===== config.mk =====
export PLATFORM = sky130hd
export DESIGN_NAME = regfile_wb_arbiter
export DESIGN_NICKNAME = d
export VERILOG_FILES = /design/src/rtl/cpu_pkg.sv /design/src/rtl/rr_arbiter.sv /design/src/rtl/regfile_wb_arbiter.sv
export SDC_FILE = /design/constraint.sdc
export NUM_CORES = 1
export LEC_CHECK = 0
export ABC_AREA = 1
export CAP_MARGIN = 20
export CORE_MARGIN = 2
export CORE_UTILIZATION = 49
export DETAILED_ROUTE_END_ITERATION = 16
export PLACE_DENSITY = 0.91
export SLEW_MARGIN = 40
export SYNTH_ARGS = -nofsm -noshare
export SYNTH_HDL_FRONTEND = slang
export SYNTH_SLANG_ARGS = --single-unit

===== constraint.sdc =====
create_clock -name clk -period 3.4 [get_ports clk]
set_input_delay 0.34 -clock clk [delete_from_list [all_inputs] [get_ports clk]]
set_output_delay 0.34 -clock clk [all_outputs]
set_load 0.1 [all_outputs]

===== src/rtl/cpu_pkg.sv =====
// Shared CPU constants: write-back requester indices, register-file geometry,
// and a small width helper used by the write-back arbiter.
package cpu_pkg;

    localparam int unsigned NREQ = 3;
    localparam int unsigned AW   = 5;
    localparam int unsigned DW   = 32;

    localparam int unsigned WB_ALU = 0;
    localparam int unsigned WB_LD  = 1;
    localparam int unsigned WB_MD  = 2;

    localparam logic [AW-1:0] REG_ZERO = '0;

    // Index width for an n-entry selector; never narrower than one bit.
    function automatic int unsigned idx_w(input int unsigned n);
        return (n > 1) ? $clog2(n) : 1;
    endfunction

endpackage


===== src/rtl/rr_arbiter.sv =====
// Round-robin arbiter: grants the first valid requester at or after ptr,
// and moves ptr just past the winner whenever a transfer happens.
module rr_arbiter #(
    parameter int unsigned NREQ = cpu_pkg::NREQ,
    localparam int unsigned IW  = cpu_pkg::idx_w(NREQ)
) (
    input  logic            clk,
    input  logic            clr,
    input  logic [NREQ-1:0] valid,
    input  logic            xfer,
    output logic [NREQ-1:0] grant,
    output logic [IW-1:0]   gidx
);

    logic [IW-1:0] ptr;
    logic          found;
    int unsigned   pos;

    always_comb begin
        grant = '0;
        gidx  = '0;
        found = 1'b0;
        pos   = 0;
        if (!clr) begin
            for (int unsigned k = 0; k < NREQ; k++) begin
                pos = 32'(ptr) + k;
                if (pos >= NREQ) pos = pos - NREQ;
                for (int unsigned j = 0; j < NREQ; j++) begin
                    if (!found && (j == pos) && valid[j]) begin
                        grant[j] = 1'b1;
                        gidx     = IW'(j);
                        found    = 1'b1;
                    end
                end
            end
        end
    end

    always_ff @(posedge clk) begin
        if (clr) begin
            ptr <= '0;
        end else if (xfer) begin
            ptr <= (gidx == IW'(NREQ - 1)) ? '0 : gidx + IW'(1);
        end
    end

endmodule


===== src/rtl/regfile_wb_arbiter.sv =====
// Write-back controller for the register file: round-robin sharing of the
// single write port plus a pending-write scoreboard for decode hazards.
module regfile_wb_arbiter #(
    parameter int unsigned NREQ = cpu_pkg::NREQ,
    parameter int unsigned AW   = cpu_pkg::AW,
    parameter int unsigned DW   = cpu_pkg::DW
) (
    input  logic               clk,
    input  logic               clr,
    input  logic [NREQ-1:0]    req_valid,
    input  logic [NREQ*AW-1:0] req_wn,
    input  logic [NREQ*DW-1:0] req_d,
    output logic [NREQ-1:0]    req_ready,
    input  logic               iss_valid,
    input  logic [AW-1:0]      iss_wn,
    output logic               iss_ready,
    input  logic [AW-1:0]      rna,
    input  logic [AW-1:0]      rnb,
    output logic               hazard_a,
    output logic               hazard_b,
    output logic               rf_we,
    output logic [AW-1:0]      rf_wn,
    output logic [DW-1:0]      rf_d
);
    import cpu_pkg::*;

    localparam int unsigned NR = 1 << AW;
    localparam int unsigned IW = idx_w(NREQ);

    logic [NREQ-1:0] grant;
    logic [IW-1:0]   gidx;
    logic            xfer;
    logic [AW-1:0]   sel_wn;
    logic [DW-1:0]   sel_d;
    logic [NR-1:0]   busy;
    logic [NR-1:0]   busy_n;
    logic            iss_take;

    assign xfer      = |(req_valid & grant);
    assign req_ready = grant;

    rr_arbiter #(.NREQ(NREQ)) u_arb (
        .clk   (clk),
        .clr   (clr),
        .valid (req_valid),
        .xfer  (xfer),
        .grant (grant),
        .gidx  (gidx)
    );

    always_comb begin
        sel_wn = '0;
        sel_d  = '0;
        for (int unsigned j = 0; j < NREQ; j++) begin
            if (gidx == IW'(j)) begin
                sel_wn = req_wn[j*AW +: AW];
                sel_d  = req_d[j*DW +: DW];
            end
        end
    end

    // A destination-0 transfer still goes through the port but never enables the write.
    always_ff @(posedge clk) begin
        if (clr) begin
            rf_we <= 1'b0;
            rf_wn <= '0;
            rf_d  <= '0;
        end else if (xfer) begin
            rf_we <= (sel_wn != REG_ZERO);
            rf_wn <= sel_wn;
            rf_d  <= sel_d;
        end else begin
            rf_we <= 1'b0;
        end
    end

    assign iss_ready = !clr && !((iss_wn != REG_ZERO) && busy[iss_wn]);
    assign iss_take  = iss_valid && iss_ready && (iss_wn != REG_ZERO);
    assign hazard_a  = (rna != REG_ZERO) && busy[rna];
    assign hazard_b  = (rnb != REG_ZERO) && busy[rnb];

    // Clear first so a same-cycle issue to the committing register keeps it busy.
    always_comb begin
        busy_n = busy;
        if (rf_we) busy_n[rf_wn] = 1'b0;
        if (iss_take) busy_n[iss_wn] = 1'b1;
        busy_n[0] = 1'b0;
    end

    always_ff @(posedge clk) begin
        if (clr) begin
            busy <= '0;
        end else begin
            busy <= busy_n;
        end
    end

endmodule

==> impl_metrics.json, run 1 <==
{
  "drive_gt1_frac": 0.115,
  "syn_inst": 726,
  "timing.max_slew.rel_slack": 0.576,
  "nFillCells": 778,
  "p_leak_nw": 2.69,
  "critical_path_required_time_ps": 3060,
  "cts.repair.resized": 0,
  "max_cap_viol_count": 0,
  "cts.path.max_buffers": 2,
  "cts_tree": "built",
  "synth_enable_flop_cells": 0,
  "h-tree-depth": 3,
  "kind_of_start_point_of_the_critical_path": "input port",
  "num_vias": 5946,
  "post-synth-top-area-fraction": 0.302,
  "fin_area_um2": 6460,
  "gp_congestion": 1.02,
  "syn_area_per_cell_um2": 6.48,
  "grt_start_max_net_pins": 66,
  "area_of_the_placeable_core_um2": 9280,
  "floorplan.die_area_um2": 10400,
  "grt_usage": 0.317,
  "synth_area_um2": 4700,
  "final_net_count": 1006,
  "hold-worst-slack_ps": 471,
  "die_x_um": 102,
  "finalCritPeriodShare": 0.844,
  "grt_pass1_vias": 5658,
  "final_hold_viols": 0,
  "wl_per_cell_um": 16.5,
  "design.portCount": 176,
  "synth_top_flop_cell": "sky130_fd_sc_hd__dfxtp_1",
  "final_worst_setup_slack_ps": 531,
  "drc": 0,
  "power-per-cell-area_nw_per_um2": 837,
  "timing.clock.skew_ps": 11.7,
  "synth.cells.most_frequent": "sky130_fd_sc_hd__nand2_1 (164), sky130_fd_sc_hd__nand3_1 (96), sky130_fd_sc_hd__dfxtp_1 (71)",
  "met1_usage": 0.374,
  "fin_tns_setup_ps": 0,
  "antenna_cells": 0,
  "critPathSlowestCell": "sky130_fd_sc_hd__clkdlybuf4s50_1",
  "clk_pin_slew_worst_paths_ps": 80,
  "place_area_um2": 6250,
  "initialDrtViolationCount": 422,
  "clock.fmax_mhz": 349,
  "initial_core_util": 0.507,
  "worstSkewPairLatency_ps": 350,
  "drt_first_pass_iters": 8,
  "synth_cell_types": 37,
  "cpLargestDelayFamily": "simple AND/OR/NAND/NOR gates",
  "post-cts-setup-buffer-count": 0,
  "cts-root-buf": "sky130_fd_sc_hd__clkbuf_8",
  "cp_cell_sequence": "clkdlybuf4s50_1, nand2_1, inv_2, nand2_1, nand2_1, o21ai_1, nand2_1, nor2_1, nand4_1, nor2_4, buf_12",
  "hold_path.class": "register to register",
  "grt_most_used_layer": "met2",
  "mappedNetlistNets": 860,
  "worst_path_bufs_invs": 3,
  "setup.worst_path.class": "input port to output port",
  "die-height_um": 102,
  "initial_antenna_violation_count": 0,
  "detailedPlace.worstSlack_ps": 483,
  "flow.area_growth_from_synthesis_pct": 37.3,
  "dp_hpwl_mm": 12.7,
  "timing_worst_slew_pin_value_ps": 635,
  "detail_route.vias_per_cell": 5.91,
  "ant_nets": 0,
  "first_pass_grt_wire_length_mm": 26.5,
  "hold_buffers": 0,
  "critical_path_peak_fanout": 17,
  "gr-usage-met2": 0.562,
  "port_buffers": 175,
  "crit_path_top_cell_by_count": "sky130_fd_sc_hd__nand2_1",
  "highest_cell_delay_on_the_worst_timing_path_ps": 490,
  "yosys.cell_count.top_type": "sky130_fd_sc_hd__nand2_1",
  "synth_warnings": 0,
  "cp-end-kind": "output port",
  "drt_wl_total_mm": 16.6,
  "std_cell_rows": 35,
  "synth_sequential_area_ratio": 0.302,
  "yosys_register_bits": 71,
  "power.ir.vdd_worst_mv": 0.692,
  "setup_viol_count_final": 0,
  "final.min_clock_period_ps": 2870,
  "worst-endpoint-arrival_ps": 2530,
  "groute.layer.met3.usage": 0.0609,
  "finalMaxSlewViolations": 0,
  "synthDominantAreaCellType": "sky130_fd_sc_hd__dfxtp_1",
  "globalRouteOverflowTotal": 0,
  "numClockSinks": 71,
  "asyncSetResetFlopFracSynth": 0,
  "cts_inserted_buffers": 9,
  "netlist_top_cells_area": "sky130_fd_sc_hd__dfxtp_1 (30%), sky130_fd_sc_hd__nand2_1 (13%), sky130_fd_sc_hd__nand3_1 (10%)",
  "grt_setup_unrepaired": "false",
  "outcome": "finished, final reports clean"
}
[area by class of cell]
| class | count | area, um^2 | area share |
|---|---|---|---|
| flip-flops and latches | 71 | 1420 | 0.220 |
| multi-input cells | 552 | 2790 | 0.433 |
| clock buffers | 10 | 138 | 0.0213 |
| inverters | 57 | 216 | 0.0335 |
| repair buffers | 181 | 1660 | 0.257 |
| clock inverters | 6 | 67.6 | 0.0105 |
| well taps | 129 | 161 | 0.0250 |
[per-layer routing]
layer | share of wire | up-vias
li1 | - | 2801
met1 | 0.36 | 2728
met2 | 0.51 | 360
met3 | 0.095 | 57
met4 | 0.035 | 0
met5 | 0 | -
[path summary, 6_finish.rpt]
| kind | to | from | slack [ps] | depth (start not counted) |
|---|---|---|---|---|
| worst min-delay path | rf_d[26] | rf_d[26] | 470 | 2 |
| worst max register to register | rf_d[17] | u_arb.ptr[0] | 730 | 13 |
| worst min register to register | rf_d[26] | rf_d[26] | 470 | 2 |
| worst max-delay path | iss_ready | iss_wn[0] | 530 | 11 |
[layout by cell type (no fill, tap or decap), types with 2 or more instances in the layout]
master and count:
sky130_fd_sc_hd__nand2_1 163, sky130_fd_sc_hd__nand3_1 96, sky130_fd_sc_hd__ha_1 2, sky130_fd_sc_hd__nand2_2 5, sky130_fd_sc_hd__clkinvlp_4 2, sky130_fd_sc_hd__nor2_4 2, sky130_fd_sc_hd__o21ai_0 70, sky130_fd_sc_hd__inv_1 47
sky130_fd_sc_hd__inv_2 8, sky130_fd_sc_hd__dfxtp_1 71, sky130_fd_sc_hd__o211ai_1 30, sky130_fd_sc_hd__clkdlybuf4s50_1 130, sky130_fd_sc_hd__buf_2 39, sky130_fd_sc_hd__a21oi_1 50, sky130_fd_sc_hd__buf_12 6, sky130_fd_sc_hd__nor3_1 8
sky130_fd_sc_hd__buf_4 6, sky130_fd_sc_hd__o21ai_1 17, sky130_fd_sc_hd__o211ai_2 10, sky130_fd_sc_hd__nand2_4 2, sky130_fd_sc_hd__o22ai_1 2, sky130_fd_sc_hd__nand4_1 33, sky130_fd_sc_hd__clkbuf_8 10, sky130_fd_sc_hd__nor2_1 49
[logic make-up (layout without fill, tap and decap cells)]
kind of cell,count (synthesis),after routing,synth area share
and+or+nand+nor,362,362,0.349
AOI/OAI and AO/OA,188,188,0.239
buffers and inverters,103,254,0.105
DFF,71,71,0.302
adders and majority gates,2,2,0.00532
[worst register-to-register path, delay by kind of cell (launching register included)]
kind,cells,cell delay (ps)
buf+inv,3,650
flops,1,360
compound gates,2,510
fa+ha+maj,1,330
simple gates,7,760
[power breakdown]
part           total (mW)  switching (mW)  internal [mW]  leakage [nW]
Sequential           1.17           0.123           1.04         0.583
Clock               0.698           0.337          0.361        0.0989
Combinational        3.54            2.72          0.823          2.01
Total                5.40            3.18           2.23          2.69
[through the flow]
stage,utilization,std cells,power [mW]
final,0.696,1006,5.40
after global routing,0.696,1006,5.69
after CTS,0.696,1006,5.39
after detailed placement,0.673,990,4.70
after global placement,0.694,990,4.78
after floorplan,-,726,4.03
[flip-flops by register name, indices dropped and copies added, names as in the netlist]
name	flops
busy	31
rf_we	1
rf_wn	5
rf_d	32
u_arb.ptr	2
(Power assumes the default switching activity.)
==> inputs of run 2 (changes only) <==
--- a/config.mk
+++ b/config.mk
@@ -8,9 +8,9 @@
 export ABC_AREA = 1
 export CAP_MARGIN = 20
 export CORE_MARGIN = 2
-export CORE_UTILIZATION = 49
+export CORE_UTILIZATION = 45
 export DETAILED_ROUTE_END_ITERATION = 16
-export PLACE_DENSITY = 0.91
+export PLACE_DENSITY = 0.85
 export SLEW_MARGIN = 40
 export SYNTH_ARGS = -nofsm -noshare
 export SYNTH_HDL_FRONTEND = slang
==> constraint.sdc (replaced) <==
create_clock -name clk -period 2.7 [get_ports clk]
set_input_delay 0.27 -clock clk [delete_from_list [all_inputs] [get_ports clk]]
set_output_delay 0.27 -clock clk [all_outputs]
set_load 0.1 [all_outputs]
==> impl_metrics.json, run 2 (same netlist as run 1, synthesis figures left out) <==
{
  "outcome": "finished, final reports clean",
  "cp-end-kind": "output port",
  "power-per-cell-area_nw_per_um2": 1040,
  "die_x_um": 106,
  "detail_route.vias_per_cell": 5.52,
  "final_cells": 1025,
  "drt_wl_total_mm": 15.6,
  "post-cts-setup-buffer-count": 0,
  "power.combinational.fraction": 0.668,
  "worst_path_bufs_invs": 3,
  "num_vias": 5663,
  "critical_path_required_time_ps": 2430,
  "layout_common_cells": "sky130_fd_sc_hd__nand2_1 (164), sky130_fd_sc_hd__clkdlybuf4s50_1 (131), sky130_fd_sc_hd__nand3_1 (96), sky130_fd_sc_hd__dfxtp_1 (71), sky130_fd_sc_hd__o21ai_0 (70)",
  "flip_flop_count_of_the_largest_register_after_layout": 32,
  "dp_hpwl_mm": 12.0,
  "floorplan.die_area_um2": 11300,
  "flow.area_growth_from_synthesis_pct": 41.9,
  "worst-endpoint-arrival_ps": 2290,
  "timing.max_slew.rel_slack": 0.710,
  "hold_buffers": 0,
  "power.share.sequential": 0.213,
  "switching_share": 0.574,
  "globalRouteOverflowTotal": 0,
  "wl_per_cell_um": 15.2,
  "register_containing_the_most_flip_flops_in_the_final_layout": "rf_d",
  "leading_cell_type_in_the_layout_fill_and_taps_excluded": "sky130_fd_sc_hd__nand2_1",
  "fin_tns_setup_ps": 0,
  "cts.repair.resized": 0,
  "ant_nets": 0,
  "cts.path.max_buffers": 2,
  "nFillCells": 917,
  "hold_path.class": "register to register",
  "timing_worst_slew_pin_value_ps": 435,
  "post-place-cells": 1010,
  "setup.worst_path.class": "register to output port",
  "kind_of_start_point_of_the_critical_path": "register",
  "p_int_mw": 2.96,
  "p_clk_frac": 0.120,
  "p_leak_nw": 2.76,
  "grt_pass1_vias": 5069,
  "cp_cell_sequence": "inv_1, ha_1, nand2_1, nand2_1, nor2_4, nand4_2, o21ai_2, nand2_2, inv_1, buf_12",
  "critPathSlowestCell": "sky130_fd_sc_hd__dfxtp_1",
  "hold_path_depth": 2,
  "grt_start_max_net_pins": 43,
  "place_area_um2": 6480,
  "drive_gt1_frac": 0.127,
  "final_net_count": 1019,
  "design.portCount": 176,
  "setup_viol_count_final": 0,
  "numClockSinks": 71,
  "gp_congestion": 0.907,
  "die-height_um": 106,
  "critical_path_depth": 10,
  "clock.fmax_mhz": 390,
  "critical_path_peak_fanout": 5,
  "finalMaxSlewViolations": 0,
  "cts_tree": "built",
  "totalPowerFinal_mw": 6.93,
  "multiInputGateArea_um2": 2810,
  "timing.clock.skew_ps": 6.20,
  "fin_area_um2": 6670,
  "area_of_the_placeable_core_um2": 10200,
  "h-tree-depth": 3,
  "antenna_cells": 0,
  "grt_usage": 0.271,
  "first_pass_grt_wire_length_mm": 24.7,
  "grt_setup_unrepaired": "false",
  "initial_antenna_violation_count": 0,
  "drc": 0,
  "finalCritPeriodShare": 0.950,
  "std_cell_rows": 37,
  "worstSkewPairLatency_ps": 350,
  "initialDrtViolationCount": 356,
  "switching_power_mw": 3.98,
  "cts-root-buf": "sky130_fd_sc_hd__clkbuf_8",
  "max_cap_viol_count": 0,
  "power.ir.vdd_worst_mv": 1.16,
  "initial_core_util": 0.460,
  "hold-worst-slack_ps": 472,
  "worst-r2r-cell-count": 13,
  "cpLargestDelayFamily": "simple AND/OR/NAND/NOR gates",
  "final_hold_viols": 0,
  "drt_first_pass_iters": 5,
  "largest_registers": "rf_d: 32 flops, busy: 31 flops, rf_wn: 5 flops",
  "port_buffers": 175,
  "sequential_cell_area_um2": 1420,
  "clk_pin_slew_worst_paths_ps": 80,
  "highest_cell_delay_on_the_worst_timing_path_ps": 360,
  "final.min_clock_period_ps": 2560,
  "cts_inserted_buffers": 9
}
## run 2: worst reg2reg max path, delay by kind of cell (launching register included)
kind / cells / cell delay, ps
flops: 1 / 360
compound gates: 2 / 350
fa+ha+maj: 1 / 320
simple gates: 7 / 710
buf+inv: 3 / 600
## run 2: final cells by class
type,instances,area share
Timing Repair Buffer,194,0.280
Clock inverter,6,0.00937
Clock buffer,9,0.0186
Sequential cell,71,0.213
Multi-Input combinational cell,552,0.420
Inverter,57,0.0328
Tap cell,136,0.0255
## run 2: routing by layer
layer | routed length (um) | global-route usage | up-vias
li1 | - | - | 2823
met1 | 6120 | 0.322 | 2540
met2 | 7680 | 0.475 | 264
met3 | 1270 | 0.0521 | 36
met4 | 491 | 0.116 | 0
met5 | 0 | 0 | -
## run 2: worst paths after layout
path	from	endpoint	slack (ps)
worst max-delay path	u_arb.ptr[0]	req_ready[2]	140
worst min-delay path	rf_d[16]	rf_d[16]	470
worst max register to register	u_arb.ptr[0]	rf_d[22]	290
worst min register to register	rf_d[16]	rf_d[16]	470
## run 2: metrics by stage
stage	setup slack (ps)	util
finish	136	0.652
floorplan	176	-
detailed placement	198	0.634
CTS	144	0.652
global placement	248	0.634
global route	9.15	0.652
## run 2: power groups by stage
stage | Combinational (mW) | Clock (mW) | Sequential (mW)
floorplan | 2.05 | 0 | 3.03
global placement | 4.57 | 0 | 1.49
detailed placement | 4.61 | 0 | 1.49
CTS | 4.63 | 0.834 | 1.47
global route | 4.94 | 0.871 | 1.51
finish | 4.63 | 0.831 | 1.47
